File: config.mk
export PLATFORM = sky130hd
export DESIGN_NAME = instr_fetch_ctrl_flat
export DESIGN_NICKNAME = d
export VERILOG_FILES = /design/src/rtl/instr_fetch_ctrl_if.sv /design/src/rtl/instr_fetch_ctrl.sv /design/src/flat_wrapper.sv
export SDC_FILE = /design/constraint.sdc
export NUM_CORES = 1
export LEC_CHECK = 0
export CAP_MARGIN = 20
export CORE_AREA = 5 5 115 63
export DETAILED_ROUTE_END_ITERATION = 7
export DIE_AREA = 0 0 120 68
export PLACE_DENSITY = 0.88
export RECOVER_POWER = 50
export SLEW_MARGIN = 10
export SYNTH_ARGS = -nofsm -noshare
export SYNTH_HDL_FRONTEND = slang
export SYNTH_SLANG_ARGS = --single-unit
File: constraint.sdc
create_clock -name clk -period 3.2 [get_ports clk]
set_input_delay 0.96 -clock clk [delete_from_list [all_inputs] [get_ports clk]]
set_output_delay 0.96 -clock clk [all_outputs]
set_load 0.1 [all_outputs]
File: src/rtl/instr_fetch_ctrl_if.sv
// Fetch-controller bus: PC control, instruction-memory read port,
// decoder handshake, jump request and status.
// master = instr_fetch_ctrl, slave = surrounding datapath / control unit.
interface instr_fetch_ctrl_if #(
    parameter int ADDR_W  = 16,
    parameter int INSTR_W = 16
);
    logic               start;
    logic               halt;
    logic [ADDR_W-1:0]  pc_value;
    logic               pc_inc;
    logic               pc_load;
    logic [ADDR_W-1:0]  pc_load_data;
    logic [ADDR_W-1:0]  imem_addr;
    logic               imem_rd_en;
    logic [INSTR_W-1:0] imem_rdata;
    logic               imem_valid;
    logic [INSTR_W-1:0] ir_out;
    logic               ir_valid;
    logic               ir_ready;
    logic               jump_req;
    logic [ADDR_W-1:0]  jump_target;
    logic [15:0]        fetch_count;
    logic               fetch_err;

    modport master (
        input  start, halt, pc_value, imem_rdata, imem_valid, ir_ready,
               jump_req, jump_target,
        output pc_inc, pc_load, pc_load_data, imem_addr, imem_rd_en,
               ir_out, ir_valid, fetch_count, fetch_err
    );

    modport slave (
        output start, halt, pc_value, imem_rdata, imem_valid, ir_ready,
               jump_req, jump_target,
        input  pc_inc, pc_load, pc_load_data, imem_addr, imem_rd_en,
               ir_out, ir_valid, fetch_count, fetch_err
    );
endinterface

File: src/rtl/instr_fetch_ctrl.sv
// Instruction fetch controller: reads imem at the current PC, holds the
// word in the instruction register until the decoder takes it, bumps the
// PC, and services jump requests by flushing any in-flight read and loading
// the PC with the latched target.
// Optional build macro: FETCH_TIMEOUT_EN adds a WAIT/FLUSH timeout that sets
// a sticky fetch_err and returns to IDLE.
module instr_fetch_ctrl #(
    parameter int ADDR_W         = 16,
    parameter int INSTR_W        = 16,
    parameter int TIMEOUT_CYCLES = 64
) (
    input  logic                clk,
    input  logic                reset,
    instr_fetch_ctrl_if.master  bus
);

    typedef enum logic [2:0] {IDLE, REQ, WAIT, HOLD, FLUSH, JUMP} state_t;

    state_t             state_q, state_d;
    logic [ADDR_W-1:0]  target_q, target_d;
    logic [INSTR_W-1:0] ir_q, ir_d;
    logic               irv_q, irv_d;
    logic [15:0]        cnt_q, cnt_d;

    logic               pc_inc, pc_load, rd_en;
    logic [ADDR_W-1:0]  rd_addr;
    logic               timeout;
    logic               start_block;

`ifdef FETCH_TIMEOUT_EN
    localparam int TMO_W = $clog2(TIMEOUT_CYCLES + 1);

    logic [TMO_W-1:0] tmo_q, tmo_d;
    logic             err_q, err_d;

    // Fires on the TIMEOUT_CYCLES-th consecutive cycle spent waiting for data.
    assign timeout     = (state_q inside {WAIT, FLUSH}) && !bus.imem_valid &&
                         (tmo_q == TMO_W'(TIMEOUT_CYCLES - 1));
    assign start_block = err_q;
    assign bus.fetch_err = err_q;

    // Wait-cycle counter restarts on every state change, sticky error flag.
    always_comb begin
        tmo_d = '0;
        err_d = err_q | timeout;
        if ((state_d == state_q) && (state_q inside {WAIT, FLUSH}))
            tmo_d = tmo_q + TMO_W'(1);
    end

    // Timeout state registers.
    always_ff @(posedge clk) begin
        if (reset) begin
            tmo_q <= '0;
            err_q <= 1'b0;
        end else begin
            tmo_q <= tmo_d;
            err_q <= err_d;
        end
    end
`else
    assign timeout       = 1'b0;
    assign start_block   = 1'b0;
    assign bus.fetch_err = 1'b0;
`endif

    // Next-state, pulse outputs and register updates for the fetch FSM.
    always_comb begin
        state_d  = state_q;
        target_d = target_q;
        ir_d     = ir_q;
        irv_d    = irv_q;
        cnt_d    = cnt_q;
        pc_inc   = 1'b0;
        pc_load  = 1'b0;
        rd_en    = 1'b0;
        rd_addr  = '0;
        unique case (state_q)
            IDLE: begin
                if (bus.start && !bus.halt && !start_block) state_d = REQ;
            end
            REQ: begin
                rd_en   = 1'b1;
                rd_addr = bus.pc_value;
                if (bus.jump_req) begin
                    // read already issued: its response must be drained
                    target_d = bus.jump_target;
                    state_d  = FLUSH;
                end else begin
                    state_d = WAIT;
                end
            end
            WAIT: begin
                if (timeout) begin
                    irv_d   = 1'b0;
                    state_d = IDLE;
                end else if (bus.jump_req) begin
                    target_d = bus.jump_target;
                    state_d  = bus.imem_valid ? JUMP : FLUSH;
                end else if (bus.imem_valid) begin
                    ir_d    = bus.imem_rdata;
                    irv_d   = 1'b1;
                    pc_inc  = 1'b1;
                    state_d = HOLD;
                end
            end
            FLUSH: begin
                if (timeout) begin
                    irv_d   = 1'b0;
                    state_d = IDLE;
                end else begin
                    if (bus.jump_req) target_d = bus.jump_target;
                    if (bus.imem_valid) state_d = JUMP;
                end
            end
            JUMP: begin
                pc_load = 1'b1;
                state_d = bus.halt ? IDLE : REQ;
            end
            HOLD: begin
                if (bus.jump_req) begin
                    irv_d    = 1'b0;
                    target_d = bus.jump_target;
                    state_d  = JUMP;
                end else if (bus.ir_ready) begin
                    irv_d   = 1'b0;
                    cnt_d   = cnt_q + 16'd1;
                    state_d = bus.halt ? IDLE : REQ;
                end
            end
            default: state_d = IDLE;
        endcase
    end

    // FSM state and datapath registers.
    always_ff @(posedge clk) begin
        if (reset) begin
            state_q  <= IDLE;
            target_q <= '0;
            ir_q     <= '0;
            irv_q    <= 1'b0;
            cnt_q    <= '0;
        end else begin
            state_q  <= state_d;
            target_q <= target_d;
            ir_q     <= ir_d;
            irv_q    <= irv_d;
            cnt_q    <= cnt_d;
        end
    end

    assign bus.pc_inc       = pc_inc;
    assign bus.pc_load      = pc_load;
    assign bus.pc_load_data = target_q;
    assign bus.imem_addr    = rd_addr;
    assign bus.imem_rd_en   = rd_en;
    assign bus.ir_out       = ir_q;
    assign bus.ir_valid     = irv_q;
    assign bus.fetch_count  = cnt_q;

endmodule

File: src/flat_wrapper.sv
// flat-port wrapper written by rule: the top's interface ports become plain ports
module instr_fetch_ctrl_flat 
#(
    parameter int ADDR_W         = 16,
    parameter int INSTR_W        = 16,
    parameter int TIMEOUT_CYCLES = 64
)
  (clk, reset, bus_start, bus_halt, bus_pc_value, bus_imem_rdata, bus_imem_valid, bus_ir_ready, bus_jump_req, bus_jump_target, bus_pc_inc, bus_pc_load, bus_pc_load_data, bus_imem_addr, bus_imem_rd_en, bus_ir_out, bus_ir_valid, bus_fetch_count, bus_fetch_err);
  instr_fetch_ctrl_if #(.ADDR_W(ADDR_W), .INSTR_W(INSTR_W)) bus_i ();
  input  logic clk;
  input  logic reset;
  input wire logic [$bits(bus_i.start)-1:0] bus_start;
  input wire logic [$bits(bus_i.halt)-1:0] bus_halt;
  input wire logic [$bits(bus_i.pc_value)-1:0] bus_pc_value;
  input wire logic [$bits(bus_i.imem_rdata)-1:0] bus_imem_rdata;
  input wire logic [$bits(bus_i.imem_valid)-1:0] bus_imem_valid;
  input wire logic [$bits(bus_i.ir_ready)-1:0] bus_ir_ready;
  input wire logic [$bits(bus_i.jump_req)-1:0] bus_jump_req;
  input wire logic [$bits(bus_i.jump_target)-1:0] bus_jump_target;
  output wire logic [$bits(bus_i.pc_inc)-1:0] bus_pc_inc;
  output wire logic [$bits(bus_i.pc_load)-1:0] bus_pc_load;
  output wire logic [$bits(bus_i.pc_load_data)-1:0] bus_pc_load_data;
  output wire logic [$bits(bus_i.imem_addr)-1:0] bus_imem_addr;
  output wire logic [$bits(bus_i.imem_rd_en)-1:0] bus_imem_rd_en;
  output wire logic [$bits(bus_i.ir_out)-1:0] bus_ir_out;
  output wire logic [$bits(bus_i.ir_valid)-1:0] bus_ir_valid;
  output wire logic [$bits(bus_i.fetch_count)-1:0] bus_fetch_count;
  output wire logic [$bits(bus_i.fetch_err)-1:0] bus_fetch_err;
  assign bus_i.start = bus_start;
  assign bus_i.halt = bus_halt;
  assign bus_i.pc_value = bus_pc_value;
  assign bus_i.imem_rdata = bus_imem_rdata;
  assign bus_i.imem_valid = bus_imem_valid;
  assign bus_i.ir_ready = bus_ir_ready;
  assign bus_i.jump_req = bus_jump_req;
  assign bus_i.jump_target = bus_jump_target;
  assign bus_pc_inc = bus_i.pc_inc;
  assign bus_pc_load = bus_i.pc_load;
  assign bus_pc_load_data = bus_i.pc_load_data;
  assign bus_imem_addr = bus_i.imem_addr;
  assign bus_imem_rd_en = bus_i.imem_rd_en;
  assign bus_ir_out = bus_i.ir_out;
  assign bus_ir_valid = bus_i.ir_valid;
  assign bus_fetch_count = bus_i.fetch_count;
  assign bus_fetch_err = bus_i.fetch_err;
  instr_fetch_ctrl #(.ADDR_W(ADDR_W), .INSTR_W(INSTR_W), .TIMEOUT_CYCLES(TIMEOUT_CYCLES)) u_core (.clk(clk), .reset(reset), .bus(bus_i));
endmodule
== Yosys cells after proc, flatten, opt, wreduce, memory -nomap -nowiden ==
Index checks and enable logic that the tools add are counted.
Word-level totals
  register bits after elaboration: 52
  bits in latches: 0
  bits in writable memories: 0
  memory bits (read-only): 0
  word-level logic and storage cells: 49
  memories: 0
Operators by class
  $add $sub $neg: 1
  multipliers: 0
  divide/modulo/power cells: 0
  magnitude comparators: 0
  equality and inequality tests: 11
  shifts and indexed selects: 0
  muxes and demuxes: 21
  bitwise operators: 1
  reduce and logical (&&, ||, !) cells: 10
Operator list (count)
  $mux 3: 7
  $pmux 3 s6: 1
  $add 16x1->16 const B: 1
  $mux 16: 1
  $mux 1: 11
  $reduce_and 4->1: 2
  $eq 3x2->1 const B: 2
  $eq 3x3->1 const B: 2
  $ne 2x2->1 const B: 3
  $ne 3x3->1 const B: 2
  $reduce_and 3->1: 2
  $reduce_or 4->1: 1
  $eq 3x1->1 const B: 1
  $logic_not 3->1: 1
  $ne 2x1->1 const B: 1
  $pmux 1 s2: 1
  $reduce_and 2->1: 1
  $reduce_bool 2->1: 1
  $logic_and 1x1->1: 1
  $logic_not 1->1: 1
  $not 1->1: 1

== Logic depth before layout (Yosys ltp) ==
Gate-level depths: netlist of the first run.
  depth after elaboration: 4
  mapped depth: 7
  depth with buffers taken out: 5

== Worst setup path after synthesis of the first run ==
No wires, ideal clock.
  kind: register to output
  from: reg u_core.state_q[2]
  to: out bus_imem_addr[10]
  data arrival time: 2769 ps
  required time: 2240 ps
  path slack: -529 ps
  cell stages (with the launch flop): 6
  path buffers: 2
  cell sequence: dfxtp_1 > clkbuf_1 > nand2b_1 > nor2_1 > clkbuf_1 > and2_1
On the way
  longest elaborated chain between the ends: 2
Ends and longest elaborated chain
  from (decl): RTL line instr_fetch_ctrl.sv:19  | state_t state_q, state_d;
  from (signal assigned): RTL line instr_fetch_ctrl.sv:143  | state_q <= state_d;
  $eq 3x1->1: RTL line instr_fetch_ctrl.sv:77  | unique case (state_q)
  $mux 16: RTL line instr_fetch_ctrl.sv:77
  to (decl): RTL line flat_wrapper.sv:23  | output wire logic [$bits(bus_i.imem_addr)-1:0] bus_imem_addr;
No other way between the ends.

== Worst setup path in the final report of the first run ==
  from: in bus_jump_req
  to: out bus_pc_inc
On the way
  longest elaborated chain between the ends: 2
Ends and longest elaborated chain
  from (decl): RTL line flat_wrapper.sv:18  | input wire logic [$bits(bus_i.jump_req)-1:0] bus_jump_req;
  $mux 1: RTL line instr_fetch_ctrl.sv:96  | end else if (bus.jump_req) begin
  $mux 1: RTL line instr_fetch_ctrl.sv:77
  to (decl): RTL line flat_wrapper.sv:20  | output wire logic [$bits(bus_i.pc_inc)-1:0] bus_pc_inc;
No other way between the ends.

==> impl_results.md, run 1 <==
- EDFF count, synth: 0
- Worst IR drop on VDD: 0.264 mV
- Post-route worst setup slack: 185 ps
- Via count of the routed design: 2281
- Total Routing Usage GR: 16.7%
- Drt first pass iters: 4
- Final RePlAce weighted congestion: 0.836
- Standard cell with the maximum stage delay on the critical path: clkdlybuf4s50_1
- Max-cap viol count: 0
- Clk Latency, worst-skew pair: 290 ps
- Instance count of the mapped netlist: 264
- Total power consumption of the routed design: 0.00205 W
- Final instance count without filler cells: 466
- Power density over the cells: 570 nW/µm²
- Post-route setup TNS: 0 ps
- Initial standard-cell utilization of the core: 35.5%
- Netlist area before placement: 2230 µm²
- Post-route minimum period: 3020 ps
- Clock buffers created by TritonCTS: 5
- Number of global-route vias before repair: 2207
- Share of synthesized flip-flops with an asynchronous set or reset: 0%
- Max-slew violation total from the final report: 0
- Clock network power share: 31.4%
- Number of inserted filler cells in the final layout: 557
- Pleak: 1.39 nW
- Post-CTS resize count: 0
- Internal power of the cells: 0.00131 W
- Final setup viols: 0
- Maximum frequency from static timing analysis: 0.332 GHz
- Proportion of layout cells with a drive suffix above 1: 11.1%
- Top fanout value on the critical path: 5
- Hold bufs inserted after CTS: 0
- Wire length of the first global-routing pass: 10.8 mm
- Actual slew at the worst max-slew pin: 1200 ps
- Die Span Y: 68 µm
- Clock-pin transition on the worst setup and hold timing paths: 70 ps
- Clk root buf: clkbuf_16
- Post-DR wirelength/cell: 14.4 µm
- Overall die width: 120 µm
- Post-detailed-route DRC marker count: 0
- Half-perimeter wire length of the detailed placement result: 5.26 mm
- Critical path data required time: 2240 ps
- Fin nets: 441
- Pre-CTS worst setup slack: 80.0 ps
- Outcome: completed
- Number of placed instances, taps included: 458
- Switching power share of the total: 35.8%
- CP cell instances: clkdlybuf4s50_1 > nor2b_1 > nand3_1 > inv_1 > buf_12
- Utilization after layout: 57.2%
- Final Skew: 5.50 ps
- Grt ovf: 0
- Number of synthesis warnings: 0
- Sequential cell area fraction in the yosys report: 46.7%
- Leading register cell type out of synthesis: dfxtp_1
- Post-synthesis net count: 320
- Net switching component of the power: 0.000733 W
- Arrival time reported for the critical path endpoint: 2060 ps
- Nature of the critical path endpoint: primary output
- Area growth from synthesis to layout: 61.2%
- Final hold violations: 0
- FP Rows: 21
- CTS tree: yes
- Placeable core region: 6280 µm²
- Drt total wl: 6.70 mm
- Number of ports placed on the die boundary: 124
- Setup repair after global routing missed its margin: false
- Worst slew margin relative to its limit: 20.3%
- Iter 0 DRT Violations: 197
- Antenna Violating Nets Remaining: 0
- FF+latch count, synth: 52
- Distinct cells, synth: 39
- Post-route fraction of the period consumed by the critical path: 94.2%
- Proportion of power drawn by combinational gates: 34.4%
- Post-CTS Setup Repair Bufs: 0
- Number of buffers on the longest clock path: 2
- Initial antenna violation count: 0
- Depth of the CTS H-tree: 2
- Maximum number of pins on one net before global-route repair: 53
- Area enclosed by the die boundary: 8160 µm²
- Number of sinks on the clock net: 52
- Relative contribution of sequential cells to total power: 34.2%
- Post-Synthesis Mean Instance Area: 8.45 µm²
- Port-buffer cells: 122
- Largest stage delay on the critical path: 500 ps
- Vias per inst: 4.89
- Ant diodes: 0
- Class of the most critical setup path: input pin to primary output
- Critical Path Source Type: input pin
- Hold crit path type: register to register
-- synth_stat cells, drive strengths merged (4+ instances only) --
cell	number	area, µm²
or4	6	48.8
nand2	39	146
o21ai	5	25.0
xor2	6	52.6
nand4	4	25.0
and2	16	100
dfxtp	52	1040
a21oi	23	115
nand3	8	40.0
o31ai	5	37.5
mux2i	17	170
nor2	35	131
or3	4	25.0
clkbuf	12	45.0
-- cell families after synthesis --
logic type | count (synthesis) | synth area share (%)
AOI/OAI and AO/OA | 37 | 9.65
muxes | 17 | 7.63
buffers and inverters | 18 | 3.25
and+or+nand+nor | 130 | 28.9
xor gates and xnor gates | 8 | 3.14
DFF | 52 | 46.7
other | 1 | 0.168
adders and majority gates | 1 | 0.561
-- stage by stage --
step,hold WS [ps],cell area [µm²]
floorplan,597,2250
global placement,443,3610
detailed placement,451,3610
CTS,460,3790
global route,479,3590
finish,455,3590
-- path summary, 6_finish.rpt --
path                                                        start                                      end  slack [ps]  cells past startpoint
worst min-delay path            u_core.bus.ir_out[7]$_SDFFE_PP0P_        u_core.bus.ir_out[7]$_SDFFE_PP0P_         460                      2
worst max register to register     u_core.state_q[2]$_SDFFE_PP0P_  u_core.bus.fetch_count[13]$_SDFFE_PP0P_        1040                      5
worst min register to register  u_core.bus.ir_out[7]$_SDFFE_PP0P_        u_core.bus.ir_out[7]$_SDFFE_PP0P_         460                      2
worst max-delay path                                 bus_jump_req                               bus_pc_inc         180                      5
-- area by class of cell --
cell class	instances	area (µm²)	area share, %
multi-input combinational	194	1130	31.4
clock inverter	1	30.0	0.836
inverter	3	11.3	0.313
sequential	52	1040	29.0
tap	80	100	2.79
clock buffer	7	153	4.25
timing repair buffer	129	1130	31.4
-- flip-flops by register name, summed over array words and instances, names as in the netlist --
register	count
u_core.bus.ir_out	16
u_core.bus.ir_valid	1
u_core.bus.pc_load_data	16
u_core.bus.fetch_count	16
u_core.state_q	3
-- power by group through the flow --
stage                     clock (W)  combinational [W]  sequential, W
after detailed placement          0           0.000727       0.000716
final                      0.000643           0.000703       0.000701
after global routing       0.000692           0.000734       0.000706
after CTS                  0.000659           0.000729       0.000701
after global placement            0           0.000723       0.000713
after floorplan                   0           0.000332       0.000860
-- placed cells by master, fill, tap and decap left out, types with 2 or more instances in the layout --
cell type / synthesis / final
a21oi_1: 23 / 23
and2_1: 16 / 8
and2_2: 0 / 8
and3_1: 2 / 2
buf_12: 0 / 18
buf_4: 1 / 5
clkbuf_1: 12 / 52
clkbuf_16: 0 / 5
clkbuf_8: 0 / 2
clkdlybuf4s50_1: 0 / 53
dfxtp_1: 52 / 52
inv_1: 2 / 3
mux2i_1: 17 / 17
nand2_1: 39 / 39
nand2b_1: 2 / 2
nand3_1: 8 / 8
nand4_1: 4 / 4
nor2_1: 35 / 35
nor2b_1: 2 / 2
nor3_1: 2 / 2
nor3b_1: 3 / 3
nor4_1: 2 / 2
o21ai_0: 3 / 3
o31ai_1: 5 / 5
or3_1: 4 / 4
or4_1: 5 / 5
xnor2_1: 2 / 2
xor2_1: 6 / 6
-- layer usage --
metal | wire (µm) | global-route usage [%] | vias up | share of wire (%)
li1 | - | - | 1141 | -
met1 | 2960 | 20.9 | 1046 | 44
met2 | 2990 | 25.5 | 86 | 45
met3 | 679 | 7.51 | 8 | 10
met4 | 75 | 6.70 | 0 | 1.1
met5 | 0 | 0 | - | 0
-- critical path, delay by kind of cell --
| kind | cells | cell delay (ps) |
|---|---|---|
| AND/OR/NAND/NOR | 2 | 290 |
| buffers and inverters | 3 | 800 |
(Power assumes the default switching activity.)
==> run 2, diff against run 1 <==
Settings changed: ABC_AREA set to 1, PLACE_DENSITY 0.88 to 0.86.
==> run 2 against run 1 <==
Net effect:
- synthesized area rose by 3.5%
- total power rose by 41%
- fmax rose by 4.0%
- final area rose by 3.6%
- clock power fell by 4.8%
- sequential share of layout area fell by 0.99 points
==> impl_results.md, run 2 <==
- Overall die width: 120 µm
- Placeable core region: 6280 µm²
- Number of global-route vias before repair: 2335
- Via count of the routed design: 2559
- Post-CTS Setup Repair Bufs: 0
- Final setup viols: 0
- Area enclosed by the die boundary: 8160 µm²
- Initial antenna violation count: 0
- Total power consumption of the routed design: 0.00289 W
- Critical Path Source Type: input pin
- Pleak: 1.49 nW
- Drt first pass iters: 4
- Drt total wl: 7.25 mm
- Clock buffers created by TritonCTS: 5
- Initial standard-cell utilization of the core: 36.8%
- Die Span Y: 68 µm
- Final RePlAce weighted congestion: 0.934
- Nature of the critical path endpoint: primary output
- Leading register cell type out of synthesis: dfxtp_1
- Clk Latency, worst-skew pair: 290 ps
- Hold Crit Endpoint: u_core.bus.pc_load_data[3]$_SDFFE_PP0P_
- Standard cell with the maximum stage delay on the critical path: clkdlybuf4s50_1
- EDFF count, synth: 0
- Arrival time reported for the critical path endpoint: 1940 ps
- Cell types with the largest area share after synthesis: dfxtp_1 (45%), nor2_1 (14%), nand2_1 (8.3%)
- Hold bufs inserted after CTS: 0
- Clk root buf: clkbuf_16
- Post-DR wirelength/cell: 13.3 µm
- Maximum frequency from static timing analysis: 0.345 GHz
- Number of ports placed on the die boundary: 124
- Final instance count without filler cells: 544
- Antenna Violating Nets Remaining: 0
- Number of buffers on the longest clock path: 2
- FP Rows: 21
- Max-slew violation total from the final report: 0
- Sequential cell area fraction in the yosys report: 45.1%
- Portion of synthesized cell area occupied by the leading cell type: 45.1%
- Post-synthesis net count: 398
- End of the worst register-to-register path: u_core.bus.pc_load_data[6]$_SDFFE_PP0P_
- Area growth from synthesis to layout: 61.2%
- Half-perimeter wire length of the detailed placement result: 5.71 mm
- Post-route minimum period: 2900 ps
- Instance count of the mapped netlist: 342
- Share of synthesized flip-flops with an asynchronous set or reset: 0%
- Max-cap viol count: 0
- Post-route setup TNS: 0 ps
- Power density over the cells: 777 nW/µm²
- Worst reg2reg path startpoint: u_core.state_q[2]$_SDFFE_PP0P_
- Proportion of layout cells with a drive suffix above 1: 12.7%
- Worst IR drop on VDD: 0.368 mV
- Fin nets: 519
- Total Routing Usage GR: 17.1%
- FF+latch count, synth: 52
- Final hold violations: 0
- Leading cell type in the layout, fill and taps excluded: nor2_1
- Most frequent cells in the layout: nor2_1 (70), clkdlybuf4s50_1 (54), nand2_1 (52), dfxtp_1 (52), clkbuf_1 (51)
- Actual slew at the worst max-slew pin: 1200 ps
- CTS tree: yes
- Largest stage delay on the critical path: 410 ps
- Number of placed instances, taps included: 536
- Vias per inst: 4.70
- Internal reg-to-reg setup slack: 1310 ps
- Post-detailed-route DRC marker count: 0
- Setup repair after global routing missed its margin: false
- Netlist area before placement: 2310 µm²
- Depth of the CTS H-tree: 2
- Hold Startpoint: u_core.bus.pc_load_data[3]$_SDFFE_PP0P_
- Worst slew margin relative to its limit: 20.1%
- Post-synth top area cell: dfxtp_1
- Worst hold path stage count: 2
- CP cell instances: clkdlybuf4s50_1 > inv_1 > nand3_2 > nor2_4 > buf_12
- Hold crit path type: register to register
- Post-CTS resize count: 0
- Maximum number of pins on one net before global-route repair: 22
- Critical path data required time: 2240 ps
- Dominant cell by count in the synthesized netlist: nor2_1
- Iter 0 DRT Violations: 139
- Top fanout value on the critical path: 3
- Port-buffer cells: 122
- Outcome: completed
- Post-route fraction of the period consumed by the critical path: 90.6%
- Number of synthesis warnings: 0
- Final Skew: 5.91 ps
- Grt ovf: 0
- Clock-pin transition on the worst setup and hold timing paths: 70 ps
- Wire length of the first global-routing pass: 11.3 mm
- Ant diodes: 0
- Number of sinks on the clock net: 52
- Distinct cells, synth: 24
- Most instantiated cells after synthesis: nor2_1 (87), dfxtp_1 (52), nand2_1 (51)
- Class of the most critical setup path: input pin to primary output
- Worst Reg2Reg Path Length in Cells: 6
- Post-Synthesis Mean Instance Area: 6.75 µm²
==> run 2: cell types whose count changed after synthesis, moves of 6 or more <==
cell	delta
and2_1	-16
clkbuf_1	-6
inv_1	+35
mux2i_1	-17
nand2_1	+12
nand3_1	+20
nor2_1	+52
o21ai_0	+12
o21ai_1	+7
xor2_1	-6
==> run 2: worst max-delay path, delay by kind of cell <==
family	cells	cell delay, ps
buffers and inverters	3	710
and+or+nand+nor	2	260
==> run 2: final cells by class <==
class | instances | area, µm²
clock buffers | 6 | 129
well taps | 80 | 100
flip-flops and latches | 52 | 1040
multi-input cells | 237 | 1150
clock inverters | 2 | 38.8
repair buffers | 127 | 1110
inverters | 40 | 150
fillers | 624 | 2560
==> run 2: how the worst max path moves through the flow <==
stage	end	slack, ps	from	cells past startpoint
2_1_floorplan	bus_imem_addr[10]	70	u_core.state_q[1]$_SDFFE_PP0P_	6
3_3_place_gp	bus_pc_inc	310	bus_jump_req	5
3_5_place_dp	bus_pc_inc	290	bus_jump_req	5
4_1_cts	bus_pc_inc	290	bus_jump_req	5
5_1_grt	bus_pc_inc	240	bus_jump_req	5
6_report	bus_pc_inc	300	bus_jump_req	5
==> run 2: metal layers <==
| layer | wire length [µm] | up-vias | track usage (%) | share of wire [%] |
|---|---|---|---|---|
| met5 | 0 | - | 0 | 0 |
| met2 | 3300 | 84 | 27.3 | 46 |
| met4 | 29 | 0 | 2.85 | 0.40 |
| met1 | 3300 | 1153 | 22.8 | 46 |
| li1 | - | 1318 | - | - |
| met3 | 616 | 4 | 6.28 | 8.5 |
==> run 2: through the flow <==
step,hold slack [ps],cell area [µm²],util (%),setup WS [ps]
4_1_cts,466,3910,62.3,287
6_report,460,3720,59.3,300
3_5_place_dp,454,3740,59.6,289
3_3_place_gp,449,3740,59.6,313
5_1_grt,486,3720,59.3,238
2_1_floorplan,535,2410,-,66.7
==> run 2: where the power goes <==
group / internal [W] / switching (W)
combinational: 0.000342 / 0.00115
sequential: 0.000727 / 0.0000595
clock: 0.000373 / 0.000239
total: 0.00144 / 0.00145
==> run 2: logic make-up after synthesis <==
group                      share of synthesized area, %
and+or+nand+nor                                    33.5
buffers and inverters                              9.27
AOI/OAI and AO/OA                                  11.4
DFF                                                45.1
adders and majority gates                         0.542
other                                             0.162
==> run 3, diff against run 2 <==
Settings changed: CAP_MARGIN 20 to 5, CTS_CLUSTER_SIZE set to 12.
==> results of run 3 <==
Same layout as run 2: the final DEF is identical, and so are final timing and power.
